==> config.mk <==
export PLATFORM = sky130hd
export DESIGN_NAME = lcd_screen_sequencer
export DESIGN_NICKNAME = d
export VERILOG_FILES = /design/src/rtl/lcd_screen_sequencer.sv
export SDC_FILE = /design/constraint.sdc
export NUM_CORES = 1
export LEC_CHECK = 0
export CELL_PAD_IN_SITES_DETAIL_PLACEMENT = 0
export CELL_PAD_IN_SITES_GLOBAL_PLACEMENT = 1
export CORE_UTILIZATION = 53
export CTS_BUF_LIST = sky130_fd_sc_hd__clkbuf_4 sky130_fd_sc_hd__clkbuf_8
export DETAILED_ROUTE_END_ITERATION = 6
export PLACE_DENSITY_LB_ADDON = 0.1
export SLEW_MARGIN = 5
export SYNTH_ARGS = -nofsm -noshare
export SYNTH_HDL_FRONTEND = slang
export SYNTH_SLANG_ARGS = --single-unit
export TNS_END_PERCENT = 1
==> constraint.sdc <==
create_clock -name clk -period 4.3 [get_ports clk]
set_input_delay 0.645 -clock clk [delete_from_list [all_inputs] [get_ports clk]]
set_output_delay 0.645 -clock clk [all_outputs]
set_load 0.005 [all_outputs]
==> src/rtl/lcd_screen_sequencer.sv <==
// Streams a 32-char two-line buffer to an LCD driver as 34 items (0x80, 16 chars, 0xC0, 16 chars).
// One registered strobe per item, issued only when lcd_busy=0; items with no busy response are re-sent.
module lcd_screen_sequencer #(
  parameter bit AUTO_START = 1'b1
) (
  input  logic       clk,
  input  logic       rst_n,
  input  logic       buf_we,
  input  logic [4:0] buf_addr,
  input  logic [7:0] buf_wdata,
  input  logic       refresh,
  output logic [7:0] lcd_data,
  output logic       lcd_do_init,
  output logic       lcd_wr_cmd,
  output logic       lcd_wr_char,
  input  logic       lcd_initialized,
  input  logic       lcd_busy,
  output logic       seq_busy,
  output logic       seq_done
);
  typedef enum logic [2:0] {INIT, READY, ISSUE, WAIT_ACK, WAIT_DONE, NEXT} state_e;
  localparam logic [5:0] LAST_ITEM = 6'd33;

  state_e     state_q;
  logic       pending_q;
  logic [5:0] idx_q;
  logic [1:0] ack_cnt_q;
  logic [7:0] data_q;
  logic       do_init_q;
  logic       wr_cmd_q;
  logic       wr_char_q;
  logic       busy_q;
  logic       done_q;
  logic [7:0] buf_q [32];

  logic       item_is_cmd;
  logic [4:0] buf_rd;
  logic [7:0] item_byte;

  // Line 2 characters sit two items past their buffer index; the 5-bit wrap handles items 32/33.
  always_comb begin
    item_is_cmd = (idx_q == 6'd0) || (idx_q == 6'd17);
    buf_rd      = (idx_q < 6'd17) ? (idx_q[4:0] - 5'd1) : (idx_q[4:0] - 5'd2);
    if (idx_q == 6'd0)       item_byte = 8'h80;
    else if (idx_q == 6'd17) item_byte = 8'hC0;
    else                     item_byte = buf_q[buf_rd];
  end

  always_ff @(posedge clk or negedge rst_n) begin
    if (!rst_n) begin
      for (int i = 0; i < 32; i++) buf_q[i] <= 8'h20;
    end else if (buf_we) begin
      buf_q[buf_addr] <= buf_wdata;
    end
  end

  always_ff @(posedge clk or negedge rst_n) begin
    if (!rst_n) begin
      state_q   <= INIT;
      pending_q <= AUTO_START;
      idx_q     <= 6'd0;
      ack_cnt_q <= 2'd0;
      data_q    <= 8'h00;
      do_init_q <= 1'b0;
      wr_cmd_q  <= 1'b0;
      wr_char_q <= 1'b0;
      busy_q    <= 1'b0;
      done_q    <= 1'b0;
    end else begin
      wr_cmd_q  <= 1'b0;
      wr_char_q <= 1'b0;
      done_q    <= 1'b0;
      if (refresh && busy_q) pending_q <= 1'b1;
      // Losing the driver mid-run aborts silently and schedules a fresh refresh.
      if (!lcd_initialized && state_q != INIT) begin
        state_q   <= INIT;
        busy_q    <= 1'b0;
        pending_q <= 1'b1;
      end else begin
        case (state_q)
          INIT: begin
            if (lcd_initialized) begin
              do_init_q <= 1'b0;
              state_q   <= READY;
              if (AUTO_START) pending_q <= 1'b1;
            end else begin
              do_init_q <= 1'b1;
            end
          end
          READY: begin
            if (refresh || pending_q) begin
              pending_q <= 1'b0;
              busy_q    <= 1'b1;
              idx_q     <= 6'd0;
              state_q   <= ISSUE;
            end
          end
          ISSUE: begin
            if (!lcd_busy) begin
              data_q    <= item_byte;
              wr_cmd_q  <= item_is_cmd;
              wr_char_q <= !item_is_cmd;
              ack_cnt_q <= 2'd0;
              state_q   <= WAIT_ACK;
            end
          end
          WAIT_ACK: begin
            if (lcd_busy)                state_q   <= WAIT_DONE;
            else if (ack_cnt_q == 2'd3)  state_q   <= ISSUE;
            else                         ack_cnt_q <= ack_cnt_q + 2'd1;
          end
          WAIT_DONE: begin
            if (!lcd_busy) state_q <= NEXT;
          end
          NEXT: begin
            if (idx_q == LAST_ITEM) begin
              done_q  <= 1'b1;
              busy_q  <= 1'b0;
              state_q <= READY;
            end else begin
              idx_q   <= idx_q + 6'd1;
              state_q <= ISSUE;
            end
          end
          default: state_q <= INIT;
        endcase
      end
    end
  end

  assign lcd_data    = data_q;
  assign lcd_do_init = do_init_q;
  assign lcd_wr_cmd  = wr_cmd_q;
  assign lcd_wr_char = wr_char_q;
  assign seq_busy    = busy_q;
  assign seq_done    = done_q;
endmodule
==> impl_metrics.json <==
{
  "status": "finished, violations left",
  "violations": "DRC",
  "grt_overflow": 0,
  "async_flop_share_pct": 100.0,
  "die_x_microns": 166.5,
  "grt_pass1_wl_mm": 59.61,
  "post-place-ws_ps": 875.9,
  "viasPerCell": 6.143,
  "gp_congestion": 0.8573,
  "path_class": "register to register",
  "dp_hpwl_mm": 24.71,
  "num_rows": 59,
  "synthCells": 1217,
  "wl_mm": 37.54,
  "root_buffer": "clkbuf_8",
  "post_cts_buffers": 0,
  "ctsResizeCount": 0,
  "hold_buffers": 0,
  "synth_xor_area_share_pct": 0.1831,
  "maxCapViolCount": 0,
  "fmax_mhz": 298.3,
  "timing.final.crit_share_pct": 77.95,
  "final.setup_skew_ps": 19.52,
  "yosysWarnings": 0,
  "synth_top_family_by_area": "multiplexers",
  "yosys-top-cells-area": "dfrtp_1 43%, mux2_2 22%, mux2i_1 6.3%",
  "synth-main-ff-cell": "dfrtp_1",
  "synth_top_cell_area_share_pct": 43.25,
  "pwr_density_cell_nw_per_um2": 478.7,
  "crit_slowest_cell": "and2_2",
  "synth.area.mux_share_pct": 29.11,
  "path_depth": 11,
  "yosys.area.top_type": "dfrtp_1",
  "p_leak_nw": 7.041,
  "antenna_found_initial": 0,
  "ir_worst_vdd_mv": 0.3584,
  "hold_violations": 0,
  "wire_per_inst_microns": 23.17,
  "arrival_ps": 3850,
  "die_height_microns": 166.5,
  "tritoncts": "yes",
  "synth-simple-area-share_pct": 10.22,
  "setup_ws_ps": 948.0,
  "cts_buffers": 47,
  "dieArea_sq_um": 27740,
  "crit_chain": "clkinv_1 -> buf_4 -> ha_1 -> or4b_1 -> nand3_1 -> and2_2 -> buf_4 -> mux2i_1 -> a22o_1 -> o211a_1 -> a211oi_2",
  "relSlewSlack_pct": 23.24,
  "cts_sinks": 281,
  "whs_ps": 179.7,
  "syn_avg_cell_area_sq_um": 11.79,
  "path_buf_inv": 3,
  "syn_to_final_growth_pct": 11.68,
  "tightest_slew_ps": 1148,
  "path_clk_slew_ps": 60,
  "crit_fanout": 23,
  "dr.pass1.iters": 7,
  "path_delay_family": "simple AND/OR/NAND/NOR gates",
  "drive_gt1_share_pct": 35.64,
  "rsz0062_at_grt": "no",
  "ys_types": 67,
  "min_period_ps": 3352,
  "synth_edf_count": 0,
  "nNetsFinal": 1275,
  "mostFrequentLayoutCells": "274 x mux2_2, 247 x dfrtp_1, 129 x nand2_1",
  "final_common_cell": "mux2_2",
  "h-tree-depth": 2,
  "yosysSeqAreaShare_pct": 49.29,
  "synth_fa_ha_area_share_pct": 0.6976,
  "syn_area_sq_um": 14350,
  "drt_iter0_markers": 795,
  "setup_viol_count_final": 0,
  "io_buffers": 31,
  "syn_nets": 1244,
  "clk_latency_ps": 570,
  "boundaryPins": 32,
  "end_kind": "register",
  "critPathMaxStageDelay_ps": 570,
  "crit_required_ps": 4790,
  "hold_class": "primary input to asynchronous set/reset pin",
  "rr_worst_depth": 11,
  "start_util_pct": 54.60,
  "drc": 3,
  "routed-via-count": 9951,
  "ant_nets": 0,
  "critPathLaunchType": "register",
  "drv_slew": 0,
  "grt_max_degree": 132,
  "synth-compound-area-share_pct": 7.848,
  "tns_ps": 0,
  "fin_util_pct": 60.98,
  "grt_use_total_pct": 27.87,
  "cts.path.max_buffers": 3,
  "core_area_sq_um": 26280,
  "first_global_vias": 9997,
  "n_antenna_cell": 0,
  "r2r_slack_ps": 950,
  "ys_ff_latch": 281,
  "critPathMostFrequentCell": "buf_4"
}
==> metrics by stage <==
step / total power [mW] / instances / area [sq um]
after floorplan: 4.664 / 1217 / 14350
after detailed placement: 5.239 / 1534 / 15040
after global placement: 5.189 / 1534 / 15040
final: 7.671 / 1620 / 16030
after CTS: 7.735 / 1620 / 16030
after global routing: 8.070 / 1620 / 16030
==> logic make-up (layout without fill, tap and decap cells) <==
group                    after synthesis  count (layout)
multiplexers                         373             373
AND/OR/NAND/NOR                      302             302
flip-flops                           281             281
AO/OA/AOI/OAI                        158             158
buffers and inverters                 92             160
adder cells (fa/ha/maj)                8               8
XOR/XNOR                               3               3
==> path summary, 6_finish.rpt <==
| kind | start | endpoint |
|---|---|---|
| worst max-delay path | idx_q[1]$_DFFE_PN0P_ | lcd_data[7]$_DFFE_PN0P_ |
| worst min-delay path | rst_n | buf_q[249]$_DFFE_PN0P_ |
| worst max register to register | idx_q[1]$_DFFE_PN0P_ | lcd_data[7]$_DFFE_PN0P_ |
| worst min register to register | lcd_do_init$_DFFE_PN0P_ | lcd_do_init$_DFFE_PN0P_ |
| max in group asynchronous | rst_n | buf_q[53]$_DFFE_PN1P_ |
| min in group clk | lcd_do_init$_DFFE_PN0P_ | lcd_do_init$_DFFE_PN0P_ |
==> flip-flops by register name, summed over array words and instances (netlist names) <==
register,flops
ack_cnt_q,2
buf_q,256
idx_q,6
lcd_data,8
lcd_do_init,1
lcd_wr_char,1
lcd_wr_cmd,1
pending_q,1
seq_busy,1
seq_done,1
state_q,3
==> worst reg2reg max path, cell delays in order (launching register included) <==
cell and delay (ps):
dfrtp_2 400, clkinv_1 40, buf_4 180, ha_1 260, or4b_1 490, nand3_1 200
and2_2 570, buf_4 390, mux2i_1 140, a22o_1 200, o211a_1 230, a211oi_2 200
==> power by group <==
part           leakage [nW]  internal (mW)  switching, mW  total, mW
clock                 0.532           1.40           1.08       2.47
sequential             3.53           3.21          0.335       3.54
combinational          2.98          0.850          0.804       1.65
==> per-layer routing <==
metal	global-route usage [%]	part of all wire, %
met5	0	0
met4	7.407	1.9
met3	3.897	5.0
met2	43.09	46
met1	41.21	48
==> synth_stat cells (16+ instances only) <==
library cell,n
mux2_2,274
dfrtp_1,248
nand2_1,130
mux2i_1,91
clkbuf_1,58
nor2_1,44
nand3_1,35
dfstp_2,33
a21oi_1,29
a211oi_1,21
a32oi_1,20
o21ai_0,20
nor2b_1,17
buf_2,16
==> final cells by class <==
class | instances | area, sq um
Clock buffer | 83 | 960.9
Clock inverter | 3 | 23.77
Fill cell | 2187 | 10250
Inverter | 6 | 22.52
Multi-Input combinational cell | 844 | 6907
Sequential cell | 281 | 7074
Tap cell | 335 | 419.2
Timing Repair Buffer | 68 | 618.1
Power figures use the tool's default switching activity.
